## config.mk

```make
export PLATFORM = sky130hd
export DESIGN_NAME = param_scheduler
export DESIGN_NICKNAME = d
export VERILOG_FILES = /design/src/rtl/param_scheduler.sv
export SDC_FILE = /design/constraint.sdc
export NUM_CORES = 1
export LEC_CHECK = 0
export BUFFER_PORTS_ARGS = -buffer_cell sky130_fd_sc_hd__buf_2
export CORE_UTILIZATION = 45
export DETAILED_ROUTE_END_ITERATION = 8
export PLACE_DENSITY_LB_ADDON = 0.1
export SYNTH_ARGS = -nofsm -noshare
export SYNTH_HDL_FRONTEND = slang
export SYNTH_SLANG_ARGS = --single-unit
```

## constraint.sdc

```tcl
create_clock -name clk -period 2.73 [get_ports clk]
set_clock_uncertainty 0.1 [all_clocks]
set_input_delay 0.1365 -clock clk [delete_from_list [all_inputs] [get_ports clk]]
set_output_delay 0.1365 -clock clk [all_outputs]
set_load 0.1 [all_outputs]
```

## src/rtl/param_scheduler.sv

```systemverilog
// Parameter scheduler: responder side of state_control; optional stats via PARAM_SCHED_STATS_EN.
// Latency: is_start/is_find/is_finish registered; is_find 1..DEPTH cycles after entering GET_PARAM.
// Backpressure: none; the controller paces it via state, is_find holds until GET_PARAM is left.
module param_scheduler #(
  parameter int DEPTH   = 8,
  parameter int PARAM_W = 32,
  parameter int IDX_W   = $clog2(DEPTH)
) (
  input  logic               clk,
  input  logic               rst,
  input  logic [2:0]         state,
  input  logic               load_en,
  input  logic [IDX_W-1:0]   load_addr,
  input  logic [PARAM_W-1:0] load_data,
  input  logic               start_req,
  input  logic               wb_valid,
  input  logic [PARAM_W-1:0] wb_param,
  input  logic               wb_done,
  output logic               is_start,
  output logic               is_find,
  output logic               is_finish,
  output logic [IDX_W-1:0]   cur_idx,
  output logic [PARAM_W-1:0] cur_param
`ifdef PARAM_SCHED_STATS_EN
  ,
  output logic [15:0]        iter_count,
  output logic [15:0]        scan_cycles
`endif
);

  localparam logic [2:0] ST_IDLE       = 3'd0;
  localparam logic [2:0] ST_GET_PARAM  = 3'd1;
  localparam logic [2:0] ST_WRITE_BACK = 3'd6;

  logic [PARAM_W-1:0] mem [DEPTH];
  logic [DEPTH-1:0]   pending;
  logic [DEPTH-1:0]   pending_nxt;
  logic [IDX_W-1:0]   scan_ptr;
  logic               started;
  logic               load_fire;
  logic               wb_fire;
  logic               scan_en;

  assign load_fire = (state == ST_IDLE) && load_en;
  assign wb_fire   = (state == ST_WRITE_BACK) && wb_valid;
  assign scan_en   = (state == ST_GET_PARAM) && !is_find;

  // Start decision must see an entry loaded in the same cycle.
  always_comb begin
    pending_nxt = pending;
    if (load_fire) pending_nxt[load_addr] = 1'b1;
    if (wb_fire)   pending_nxt[cur_idx]   = ~wb_done;
  end

  always_ff @(posedge clk) begin
    if (load_fire)    mem[load_addr] <= load_data;
    else if (wb_fire) mem[cur_idx]   <= wb_param;
  end

  always_ff @(posedge clk or posedge rst) begin
    if (rst) begin
      pending   <= '0;
      scan_ptr  <= '0;
      started   <= 1'b0;
      is_start  <= 1'b0;
      is_find   <= 1'b0;
      is_finish <= 1'b0;
      cur_idx   <= '0;
      cur_param <= '0;
    end else begin
      pending <= pending_nxt;

      if ((state == ST_IDLE) && start_req && !is_start && (pending_nxt != '0)) begin
        is_start <= 1'b1;
        started  <= 1'b1;
      end else begin
        is_start <= 1'b0;
      end

      // Pointer advances past a hit so the next search starts after it (round-robin).
      if (scan_en) begin
        scan_ptr <= scan_ptr + IDX_W'(1);
        if (pending[scan_ptr]) begin
          cur_idx   <= scan_ptr;
          cur_param <= mem[scan_ptr];
          is_find   <= 1'b1;
        end
      end else if (state != ST_GET_PARAM) begin
        is_find <= 1'b0;
      end

      if (started && (pending == '0)) is_finish <= 1'b1;
    end
  end

`ifdef PARAM_SCHED_STATS_EN
  always_ff @(posedge clk or posedge rst) begin
    if (rst) begin
      iter_count  <= '0;
      scan_cycles <= '0;
    end else begin
      if (wb_fire && (iter_count != 16'hFFFF))  iter_count  <= iter_count + 16'd1;
      if (scan_en && (scan_cycles != 16'hFFFF)) scan_cycles <= scan_cycles + 16'd1;
    end
  end
`endif

endmodule

```

---- Yosys cells after proc, flatten, opt, wreduce, memory -nomap -nowiden ----
Memory sizes are Yosys's and may differ from the RTL's. A register that Yosys moved wholly into a read port is not among the register bits.
Index checks and enable logic that the tools add are counted.
operators by class
  add/sub/neg operators ................... 1
  magnitude comparators ................... 5
  equality and inequality tests ........... 4
  mux-type cells .......................... 21
  bitwise logic cells ..................... 2
  reductions and logical operators ........ 18
operators with widths
  kind                                                               number
  2-to-1 mux 32 bit                                                  1
  OR reduction 32 bit                                                1
  2-to-1 mux 8 bit                                                   2
  2-to-1 mux 1 bit                                                   13
  < comparator 3 x 4 -> 1 bit, second input constant                 3
  logical AND 1 bit                                                  9
  bitwise mux 8 bit                                                  1
  zero test 8 bit                                                    1
  bitwise OR 8 bit                                                   1
  nonzero test 8 bit                                                 1
  demux 1 bit (select 3 bit)                                         2
  greater-or-equal comparator 3 x 1 -> 1 bit, second input constant  2
  AND reduction 2 bit                                                2
  adder 3 x 1 -> 3 bit, second input constant                        1
  binary-select mux 1 bit (select 3 bit)                             1
  == test 3 x 1 -> 1 bit, second input constant                      1
  == test 3 bit, second input constant                               1
  zero test 3 bit                                                    1
  2-to-1 mux 3 bit                                                   1
  inequality test 3 x 1 -> 1 bit, second input constant              1
  zero test 1 bit                                                    2
  inequality test 2 x 1 -> 1 bit, second input constant              1
  nonzero test 2 bit                                                 1
  inverter 1 bit                                                     1
word-level totals
  register bits after elaboration ......... 18
  RAM bits ................................ 256
  bits of input ports ..................... 76
  output and inout port bits .............. 38
  logic and storage cells ................. 59
  memories ................................ 1
memories
  name  depth  bits a word  rd ports  clocked after Yosys merged registers in  wr ports  line  RTL
  mem   8      32           1         1                                        1         35    logic [PARAM_W-1:0] mem [DEPTH];

---- Longest topological paths before layout ----
Gate-level depths: netlist of run 1.
  word-level depth ........................ 11
  depth in mapped cells ................... 7
  gate-level depth less buffers ........... 6

---- Worst setup path before layout of run 1 ----
OpenSTA, ideal clock, no wires.
  path type ............................... reg-to-reg
  start point ............................. register cur_idx[2]
  end point ............................... memory mem[7][0] (enable)
  library setup time ...................... 0.425 ns
  arrival ................................. 2.542 ns
  data required time ...................... 2.205 ns
  slack ................................... -0.337 ns
  stages on the path, launching flop included .. 4
  path buffers ............................ 1
  period minus slack after synthesis ...... 3.067 ns
  cell sequence ........................... dfrtp_1 clkbuf_1 nand4_1 o21ai_1
on the way
  longest elaborated chain between the ends .. 1
ends and longest elaborated chain
  what                        line  RTL
  from (decl)                 22    output logic [IDX_W-1:0] cur_idx,
  from (signal assigned)      84    cur_idx <= scan_ptr;
  2-to-1 mux 3 bit (no line)  --
  to (decl)                   35
No other way between the ends.

---- Worst setup path after layout of run 1 ----
  start point ............................. input port state[0]
  end point ............................... register started
on the way
  longest elaborated chain between the ends .. 7
  elaborated cells between the ends (all ways) .. 11
  classes of those cells .................. eq/ne: 1; mux: 3; reduce/logical: 7
ends and longest elaborated chain
  what                      line  RTL
  from (decl)               11    input logic [2:0] state,
  zero test 3 bit           44    assign load_fire = (state == ST_IDLE) && load_en;
  logical AND 1 bit         44
  2-to-1 mux 8 bit          51    if (load_fire) pending_nxt[load_addr] = 1'b1;
  bitwise mux 8 bit         52    if (wb_fire) pending_nxt[cur_idx] = ~wb_done;
  2-to-1 mux 8 bit *        52
  named net pending_nxt[7]  37    logic [DEPTH-1:0] pending_nxt;
  nonzero test 8 bit *      73    if ((state == ST_IDLE) && start_req && !is_start && (pending_nxt != '0)) begin
  logical AND 1 bit *       73
  to (signal assigned)      64    started <= 1'b0;
  to (signal assigned)      75    started <= 1'b1;
  to (decl)                 39    logic started;
Mark *: on every way through the listed nets, which the timed path passes. The rest lies on a longest branch.
A chain may end at the register's enable or synchronous reset.

==> results of run 1 <==
[logic make-up (layout without fill, tap and decap cells)]
kind of cell | after synthesis | count (layout) | share of synthesized area
AOI/OAI and AO/OA | 52 | 52 | 0.0257
xor gates and xnor gates | 2 | 2 | 0.00145
adders and majority gates | 1 | 1 | 0.00103
buffers and inverters | 41 | 267 | 0.0149
DFF | 306 | 306 | 0.737
muxes | 109 | 109 | 0.158
and+or+nand+nor | 164 | 164 | 0.0611
[cell usage in the layout (no fill, tap or decap), drive strengths merged, types with 2 or more instances in the layout]
master / count
nor2: 34
clkbuf: 48
a21oi: 32
nand3: 4
a31o: 2
clkinv: 5
nor3b: 3
o21ai: 2
dlygate4sd3: 76
mux2i: 40
a31oi: 6
inv: 4
nor2b: 4
mux4: 66
edfxtp: 256
clkinvlp: 3
mux2: 3
nor3: 2
a21o: 3
dfrtp: 50
o21a: 2
nand2: 105
a41oi: 2
buf: 131
nor4: 4
[worst min-delay path, stage by stage]
cell	delay, ps
sky130_fd_sc_hd__dlygate4sd3_1	530
sky130_fd_sc_hd__buf_2	120
sky130_fd_sc_hd__inv_2	300
[sequential cells by signal, summed over array words and instances (netlist names)]
name	flops
started	1
is_start	1
pending	8
scan_ptr	3
cur_idx	3
is_finish	1
cur_param	32
is_find	1
mem	256
[power by group through the flow]
stage / combinational, mW / clock, mW / sequential, mW
floorplan: 2.34 / 0 / 7.79
global placement: 5.14 / 0 / 6.03
finish: 5.22 / 3.84 / 5.94
CTS: 5.29 / 3.94 / 5.95
global route: 5.53 / 4.10 / 6.00
detailed placement: 5.17 / 0 / 6.03
[layout make-up]
class,count,share of cell area
sequential,306,0.599
multi-input combinational,328,0.203
timing repair buffer,207,0.108
clock buffer,48,0.0582
tap,335,0.0280
clock inverter,8,0.00335
inverter,4,0.00100
[per-layer routing]
layer / share of wire / up-vias / GRT usage
met5: 0 / - / 0
met4: 0.017 / 0 / 0.0508
met3: 0.042 / 41 / 0.0245
met2: 0.51 / 155 / 0.334
met1: 0.43 / 3391 / 0.256
li1: - / 3033 / -
[path summary, 6_finish.rpt]
check | startpoint | to | slack [ps]
max in group asynchronous | rst | scan_ptr[2]$_DFFE_PP0P_ | 1780
max reg2reg | pending[7]$_DFF_PP0_ | started$_DFFE_PP0P_ | 530
min | rst | cur_idx[2]$_DFFE_PP0P_ | 20
min reg2reg | is_start$_DFF_PP0_ | is_start$_DFF_PP0_ | 360
min in group clk | load_addr[1] | pending[1]$_DFF_PP0_ | 60
max | state[0] | started$_DFFE_PP0P_ | 110
==> run metrics, run 1 <==
total power consumption of the routed design 15.0 mW; num rows a little under 60; final number of setup-violating endpoints 0; run status finished, violations left; biggest area consumer among synthesized cells sky130_fd_sc_hd__edfxtp_1; number of antenna violations at the first check in global routing 0; number of buffers created by CTS 31; DRC violations left 3; worst rel slew slack 0.485; fin. max-slew vios 0; P&R area growth vs syn 23.3%; endpoints failing hold 0; required time at the endpoint of the critical path 3120 ps; final-layout worst hold slack between 15 and 20 ps; buffer levels on the longest clock path 3; combined flip-flop and latch cell area 8950 um^2; via count of the first global-routing pass 7007; number of detailed-route iterations in the first pass 6; routed via count divided by cell count 5.36; slowest cell on the critical path sky130_fd_sc_hd__nor4b_4; number of max-cap violations 0; number of buffers added for setup after CTS 0; antenna diode count 0; Power per Cell Area 1000 nW/um^2; total number of vias about 6600; Crit path buffers/inverters 3; switching share of power 0.371; Clock Pin Slew Worst Setup and Hold Paths about 60 ps; path type of the worst min-delay path in -> async; clock tree from TritonCTS yes; fraction of layout instances using a drive strength above 1 0.289; violated checks DRC; number of filler cells placed in the layout 2018; total standard cell area after synthesis roughly 12000 um^2; share of synthesized registers carrying an async set or reset 0.163; Crit path largest cell delay approximately 700 ps; first-pass GRT wire length 40000 um; detail-routed net length per standard cell 20.8 um; total routed wirelength ~26000 um; summed negative setup slack over all endpoints 0 ps; setup slack at placement ~550 ps; area of the die 27600 um^2; hold-fix buffer count after cts 76; time the worst path needs with I/O delays and setup 2620 ps; Worst path top cell family by delay buffers and inverters; count of cells resized by post-cts repair 0; clock share of power 0.256; Initial Utilization 0.463; highest achievable clock rate roughly 380 MHz; area occupied by multi-input gates a little over 3000 um^2; area inside the core boundary 26200 um^2; crit path setup slack, layout ~110 ps; share of the synthesized area in the top cell type 0.634; leading post-synthesis cells by cell area sky130_fd_sc_hd__edfxtp_1 (63%), sky130_fd_sc_hd__mux4_2 (12%), sky130_fd_sc_hd__dfrtp_1 (10%); post-synth net total about 750; Net count, final around 960; net switching power of the design between 5 and 6 mW; leakage dissipation between 5 and 6 nW; CP Class in -> reg; distinct cell type count of the synthesized netlist 43; Final GP Congestion just over 0.8; portion of total power attributed to sequential cells 0.396; Post-synth top flop sky130_fd_sc_hd__edfxtp_1; most used standard cells in the synthesized netlist sky130_fd_sc_hd__edfxtp_1 (256), sky130_fd_sc_hd__nand2_1 (105), sky130_fd_sc_hd__mux4_2 (66); Iter 0 DRT Violations about 450; pin count of the biggest net entering global routing between 60 and 70; Max VDD drop ~0.00064 V; CP Capture Type flop; post-layout utilization of the core 0.570; Port Buf Inserts around 110; Placed Area around 13000 um^2; height of the die around 170 um; portion of the clock cycle consumed by the worst path in the final layout 0.961; HPWL Detailed 13800 um; Root Buffer sky130_fd_sc_hd__clkbuf_16; proportion of power drawn by combinational gates 0.348; worst endpoint data arrival time 3020 ps; boundary pin count approximately 110; instance count on the critical path 9; insertion delay to the later sink of the worst-skew pair roughly 550 ps; Post-Synthesis Mean Instance Area approximately 18 um^2; synth warn 0; H-Tree Level Count 1; most instantiated library cell after synthesis sky130_fd_sc_hd__edfxtp_1; Setup crit start kind primary input; overflow left after global routing 0; FF+latch count, synth about 310; critical path peak fanout 14; Non-Filler Instances approximately 1200; Pint 9.44 mW; sequential cell area fraction in the yosys report 0.737; Worst path most repeated cell sky130_fd_sc_hd__dlygate4sd3_1; clock net sink count 306; cell depth of the worst flop-to-flop path 6; slew at the pin with the worst max-slew slack 769 ps; cells traversed along the worst timing path dlygate4sd3_1 -> buf_2 -> nor4b_4 -> a41oi_1 -> dlygate4sd3_1 -> mux2i_1 -> nor4_1 -> a211oi_2 -> or2_1; EDFF count, synth approximately 260; all-layer global routing usage 0.192; number of placed instances, taps included between 1000 and 1500; Die W 166 um; RSZ-0062 raised after global routing no; final instance area between 10000 and 15000 um^2; antenna-violating nets left 0; Synth Instances ~680
Note: power is estimated with default switching activity, not from simulation.
==> run 2, diff against run 1 <==
--- a/config.mk
+++ b/config.mk
@@ -6,6 +6,7 @@
 export NUM_CORES = 1
 export LEC_CHECK = 0
 export BUFFER_PORTS_ARGS = -buffer_cell sky130_fd_sc_hd__buf_2
+export CAP_MARGIN = 10
 export CORE_UTILIZATION = 45
 export DETAILED_ROUTE_END_ITERATION = 8
 export PLACE_DENSITY_LB_ADDON = 0.1
==> constraint.sdc (replaced) <==
create_clock -name clk -period 3.35 [get_ports clk]
set_clock_uncertainty 0.1 [all_clocks]
set_input_delay 0.1675 -clock clk [delete_from_list [all_inputs] [get_ports clk]]
set_output_delay 0.1675 -clock clk [all_outputs]
set_load 0.1 [all_outputs]
==> run metrics, run 2 (synthesis results as in run 1) <==
register bank with the most flops mem; origin of the worst setup path state[0]; Crit path largest cell delay 610 ps (-90 ps); critical path peak fanout 36 (+22); RR Startpoint scan_ptr[0]$_DFFE_PP0P_; Initial Utilization 0.463 (unchanged); buffer levels on the longest clock path 3 (unchanged); total routed wirelength 25900 um (+0.53%); endpoints failing hold 0 (unchanged); Crit path buffers/inverters 3 (unchanged); portion of the clock cycle consumed by the worst path in the final layout 0.810; slowest cell on the critical path sky130_fd_sc_hd__o21a_2; violated checks DRC; Crit Reg-Reg Endpoint cur_param[7]$_DFFE_PP0P_; proportion of power drawn by combinational gates 0.343 (-0.005); overflow left after global routing 0 (unchanged); Port Buf Inserts 113 (unchanged); count of cells resized by post-cts repair 0 (unchanged); Largest regs mem: 256 flops, cur_param: 32 flops, pending: 8 flops; switching share of power 0.372 (+0.00166); instance count on the critical path 9 (unchanged); commonest cells after routing, fill and taps aside sky130_fd_sc_hd__edfxtp_1 (256), sky130_fd_sc_hd__buf_2 (113), sky130_fd_sc_hd__nand2_1 (103), sky130_fd_sc_hd__mux4_2 (66), sky130_fd_sc_hd__dfrtp_1 (47); max FFs per register 256 (unchanged); Final GP Congestion 0.767 (-6.4%); Net count, final 902 (-5.5%); highest achievable clock rate around 370 MHz; total number of vias 6442 (-2.7%); net switching power of the design 4.59 mW (-18%); number of filler cells placed in the layout 2066 (+2.4%); CP Capture Type flop; setup slack at placement 690 ps (+138 ps); combined flip-flop and latch cell area 8950 um^2 (unchanged); clock tree from TritonCTS yes; Power per Cell Area 858 nW/um^2 (-15%); Root Buffer sky130_fd_sc_hd__clkbuf_16; final number of setup-violating endpoints 0 (unchanged); number of max-cap violations 0 (unchanged); area inside the core boundary 26200 um^2 (unchanged); worst rel slew slack 0.348 (-0.137); all-layer global routing usage 0.194 (+0.00168); boundary pin count 114 (unchanged); cells traversed along the worst timing path dlygate4sd3_1 -> buf_2 -> nor3b_1 -> and2b_1 -> o21a_1 -> o21a_2 -> buf_4 -> nor2_1 -> a21oi_1; worst endpoint data arrival time 3030 ps (about the same); number of antenna violations at the first check in global routing 0 (unchanged); cell depth of the worst flop-to-flop path 6 (unchanged); antenna-violating nets left 0 (unchanged); flop-to-flop setup slack 810 ps (+280 ps); first-pass GRT wire length 39800 um (-0.43%); Worst path top cell family by delay buffers and inverters; Die W 166 um (unchanged); HPWL Detailed 15300 um (+11%); Non-Filler Instances 1185 (-4.1%); run status finished, violations left; number of placed instances, taps included 1105 (+0.091%); P&R area growth vs syn 18.5%; via count of the first global-routing pass 6800 (-3.0%); height of the die 166 um (unchanged); required time at the endpoint of the critical path 3660 ps (+540 ps); CP Class in -> reg; Max VDD drop 0.000507 V (-21%); number of buffers created by CTS 34 (+9.7%); clock share of power 0.268 (+0.012); slew at the pin with the worst max-slew slack 978 ps (+209 ps); detail-routed net length per standard cell 21.8 um (+4.9%); pin count of the biggest net entering global routing 47 (-31%); crit path setup slack, layout 636 ps (+528 ps); most common library cell in the layout ignoring fill and taps sky130_fd_sc_hd__edfxtp_1; summed negative setup slack over all endpoints 0 ps (unchanged); number of detailed-route iterations in the first pass 6 (unchanged); leakage dissipation 5.18 nW (-4.3%); Pint 7.73 mW (-18%); Clock Pin Slew Worst Setup and Hold Paths 60 ps (about the same); insertion delay to the later sink of the worst-skew pair 500 ps (-50 ps); time the worst path needs with I/O delays and setup 2710 ps; DRC violations left 7 (+4); area occupied by multi-input gates 3040 um^2 (unchanged); hold path depth 3; end point of the critical path cur_param[7]$_DFFE_PP0P_; path type of the worst min-delay path in -> reg; total power consumption of the routed design 12.3 mW (-18%); fraction of layout instances using a drive strength above 1 0.305 (+0.0161); fin. max-slew vios 0 (unchanged); area of the die 27600 um^2 (unchanged); RSZ-0062 raised after global routing no; clock net sink count 306 (unchanged); H-Tree Level Count 2 (+1); Setup crit start kind primary input; routed via count divided by cell count 5.44 (+1.5%); antenna diode count 0 (unchanged); Iter 0 DRT Violations 365 (-18%); num rows 59 (unchanged); portion of total power attributed to sequential cells 0.388 (-0.008)
run 2: cell count changes in the layout (fill, tap and decap cells not counted), sizes merged:
cell,previous run,this run
inv,4,5
clkbuf,48,50
dlygate4sd3,76,19
buf,131,132
clkinv,5,9
clkinvlp,3,1
run 2: worst min-delay path, stage by stage:
cell and delay [ps]:
sky130_fd_sc_hd__buf_2 70, sky130_fd_sc_hd__nand2_1 40, sky130_fd_sc_hd__nand2_1 170
run 2: worst min path at each step:
stage / startpoint / end / slack (ps)
2_1_floorplan: state[2] / is_start$_DFF_PP0_ / 250
3_3_place_gp: rst / cur_idx[0]$_DFFE_PP0P_ / 170
3_5_place_dp: rst / cur_param[7]$_DFFE_PP0P_ / 170
4_1_cts: wb_param[17] / mem[1][17]$_DFFE_PP_ / 0.2
5_1_grt: wb_param[17] / mem[3][17]$_DFFE_PP_ / 30
6_report: wb_param[18] / mem[7][18]$_DFFE_PP_ / 4
run 2: final cells by class:
type | count | share of cell area
sequential | 306 | 0.623
multi-input combinational | 328 | 0.211
timing repair buffer | 151 | 0.0669
clock buffer | 50 | 0.0634
tap | 335 | 0.0292
clock inverter | 11 | 0.00505
inverter | 4 | 0.00105
run 2: power groups by stage:
stage	logic (mW)	clock network (mW)	registers, mW
after floorplan	1.91	0	6.35
after global placement	4.23	0	4.85
after detailed placement	4.28	0	4.86
after CTS	4.30	3.39	4.79
after global routing	4.49	3.52	4.83
final	4.23	3.31	4.78
run 2: what timing repair did:
item / CTS / global route
buffers inserted: 0 / 0
endpoints found under the hold margin: 75 / 0
hold buffers: 19 / 0
run 2: stage by stage:
step / util / cell area, um^2 / hold WS, ps
3_3_place_gp: 0.503 / 13200 / 168
6_report: 0.548 / 14400 / 4.26
2_1_floorplan: - / 12100 / 249
3_5_place_dp: 0.503 / 13200 / 174
4_1_cts: 0.548 / 14400 / 0.230
5_1_grt: 0.548 / 14400 / 31.7
run 2: per-layer routing:
metal  wire (um)  vias to the layer above  GRT usage  part of all wire
met5           0                        -          0                 0
met4         426                        0     0.0516             0.016
met3        1090                       34     0.0286             0.042
met2       13200                      148      0.335              0.51
met1       11200                     3327      0.257              0.43
li1            -                     2933          -                 -
==> run 3, diff against run 2 <==
==> constraint.sdc (replaced) <==
create_clock -name clk -period 2.35 [get_ports clk]
set_clock_uncertainty 0.1 [all_clocks]
set_input_delay 0.1175 -clock clk [delete_from_list [all_inputs] [get_ports clk]]
set_output_delay 0.1175 -clock clk [all_outputs]
set_load 0.1 [all_outputs]
==> run metrics, run 3 (synthesis results as in run 1) <==
worst rel slew slack 0.623 (+0.275); detail-routed net length per standard cell 21.7 um (-0.50%); Final GP Congestion 0.755 (-1.5%); CP Capture Type flop; overflow left after global routing 0 (unchanged); number of max-cap violations 0 (unchanged); max FFs per register 256 (unchanged); count of cells resized by post-cts repair 0 (unchanged); P&R area growth vs syn 24.4%; DRC violations left 6 (-1); Initial Utilization 0.463 (unchanged); most common library cell in the layout ignoring fill and taps sky130_fd_sc_hd__edfxtp_1; Root Buffer sky130_fd_sc_hd__clkbuf_16; register bank with the most flops mem; portion of the clock cycle consumed by the worst path in the final layout 0.933; final number of setup-violating endpoints 0 (unchanged); num rows 59 (unchanged); CP Class in -> reg; area inside the core boundary 26200 um^2 (unchanged); clock net sink count 306 (unchanged); number of buffers created by CTS 31 (-8.8%); number of antenna violations at the first check in global routing 0 (unchanged); Setup crit start kind primary input; path type of the worst min-delay path in -> reg; critical hold path startpoint wb_param[11]; clock tree from TritonCTS yes; first-pass GRT wire length 41700 um (+4.8%); via count of the first global-routing pass 7138 (+5.0%); Clock Pin Slew Worst Setup and Hold Paths 60 ps (about the same); Largest regs mem: 256 flops, cur_param: 32 flops, pending: 8 flops; net switching power of the design 6.56 mW (+43%); proportion of power drawn by combinational gates 0.348 (+0.005); violated checks DRC, hold timing; HPWL Detailed 15300 um (+0.44%); switching share of power 0.372 (-0.000667); height of the die 166 um (unchanged); cell depth of the worst flop-to-flop path 5 (-1); Port Buf Inserts 113 (unchanged); cells traversed along the worst timing path dlygate4sd3_1 -> buf_2 -> and4b_2 -> buf_4 -> nand2_1 -> nand2_1 -> dlygate4sd3_1; boundary pin count 114 (unchanged); flop-to-flop setup slack 280 ps (-530 ps); RR Startpoint scan_ptr[0]$_DFFE_PP0P_; total number of vias 6688 (+3.8%); total routed wirelength 27100 um (+4.7%); Max VDD drop 0.000865 V (+71%); total power consumption of the routed design 17.7 mW (+43%); insertion delay to the later sink of the worst-skew pair 560 ps (+60 ps); leakage dissipation 5.51 nW (+6.2%); fin. max-slew vios 0 (unchanged); Crit Reg-Reg Endpoint cur_idx[1]$_DFFE_PP0P_; all-layer global routing usage 0.200 (+0.00688); time the worst path needs with I/O delays and setup 2190 ps; end of the worst hold path mem[1][11]$_DFFE_PP_; Crit path largest cell delay 690 ps (+80 ps); Placed Area 13400 um^2 (+1.5%); endpoints failing hold 8 (+8); slowest cell on the critical path sky130_fd_sc_hd__dlygate4sd3_1; antenna-violating nets left 0 (unchanged); required time at the endpoint of the critical path 2640 ps (-1020 ps); Power per Cell Area 1170 nW/um^2 (+37%); hold path depth 3 (unchanged); run status finished, violations left; Non-Filler Instances 1247 (+5.2%); clock share of power 0.263 (-0.005); setup slack at placement 220 ps (-470 ps); critical path peak fanout 16 (-56%); number of filler cells placed in the layout 1993 (-3.5%); crit path setup slack, layout 158 ps (-477 ps); Pint 11.1 mW (+44%); number of placed instances, taps included 1115 (+0.90%); number of detailed-route iterations in the first pass 6 (unchanged); routed via count divided by cell count 5.36 (-1.3%); summed negative setup slack over all endpoints 0 ps (unchanged); buffer levels on the longest clock path 3 (unchanged); final instance area 15100 um^2 (+5.0%); Iter 0 DRT Violations 379 (+3.8%); H-Tree Level Count 1 (-1); Die W 166 um (unchanged); worst endpoint data arrival time 2480 ps (-550 ps); slew at the pin with the worst max-slew slack 565 ps (-413 ps); portion of total power attributed to sequential cells 0.389 (about the same); RSZ-0062 raised after global routing no; Net count, final 964 (+6.9%); antenna diode count 0 (unchanged); area of the die 27600 um^2 (unchanged); final-layout worst hold slack -5.21 ps (-9.48 ps); pin count of the biggest net entering global routing 68 (+45%); commonest cells after routing, fill and taps aside sky130_fd_sc_hd__edfxtp_1 (256), sky130_fd_sc_hd__buf_2 (113), sky130_fd_sc_hd__nand2_1 (103), sky130_fd_sc_hd__dlygate4sd3_1 (74), sky130_fd_sc_hd__mux4_2 (66); highest achievable clock rate ~460 MHz; fraction of layout instances using a drive strength above 1 0.307 (+0.00231)
## run 3: cell count changes in the layout (fill, tap and decap cells not counted), moves of 3 or more
cell,delta
sky130_fd_sc_hd__clkbuf_16,-3
sky130_fd_sc_hd__clkbuf_1,-6
sky130_fd_sc_hd__dfrtp_1,-3
sky130_fd_sc_hd__dlygate4sd3_1,+55
sky130_fd_sc_hd__buf_12,+9
sky130_fd_sc_hd__dfrtp_2,+3
sky130_fd_sc_hd__clkinv_1,-5
sky130_fd_sc_hd__clkbuf_8,+3
sky130_fd_sc_hd__clkinv_2,+8
## run 3: worst max-delay path by stage
stage / startpoint / end / depth (start not counted)
3_3_place_gp: scan_ptr[0]$_DFFE_PP0P_ / cur_param[4]$_DFFE_PP0P_ / 4
4_1_cts: state[0] / mem[1][31]$_DFFE_PP_ / 7
2_1_floorplan: cur_idx[2]$_DFFE_PP0P_ / started$_DFFE_PP0P_ / 6
3_5_place_dp: state[0] / started$_DFFE_PP0P_ / 7
5_1_grt: state[0] / mem[5][31]$_DFFE_PP_ / 7
6_report: state[0] / mem[4][15]$_DFFE_PP_ / 7
## run 3: worst max-delay path, delay by kind of cell
family / cells / cell delay [ps]
AND/OR/NAND/NOR: 3 / 660
buffers and inverters: 4 / 1680
## run 3: what timing repair did
| item | in CTS | in global routing |
|---|---|---|
| hold buffers | 74 | 0 |
| buffers inserted | 0 | 0 |
| endpoints found under the hold margin | 303 | 0 |
## run 3: power groups by stage
stage	logic (mW)	registers [mW]	clock network, mW
finish	6.15	6.87	4.64
global route	6.50	6.94	4.92
CTS	6.23	6.88	4.73
detailed placement	6.09	6.98	0
global placement	6.05	6.96	0
floorplan	2.72	9.05	0
## run 3: stage by stage
| step | util | hold slack, ps |
|---|---|---|
| final | 0.576 | -5.21 |
| after CTS | 0.576 | 0.136 |
| after detailed placement | 0.511 | 103 |
| after global placement | 0.511 | 105 |
| after global routing | 0.576 | 22.1 |
| after floorplan | - | 199 |
## run 3: layout make-up
class / count / area, um^2 / area share
sequential: 306 / 8950 / 0.593
multi-input combinational: 328 / 3040 / 0.201
timing repair buffer: 216 / 1700 / 0.113
clock buffer: 44 / 855 / 0.0567
tap: 335 / 419 / 0.0278
clock inverter: 14 / 108 / 0.00713
inverter: 4 / 15.0 / 0.000996
## run 3: routing by layer
metal | share of wire | global-route usage
met3 | 0.031 | 0.0231
met5 | 0 | 0
met1 | 0.43 | 0.258
met2 | 0.52 | 0.364
met4 | 0.019 | 0.0451
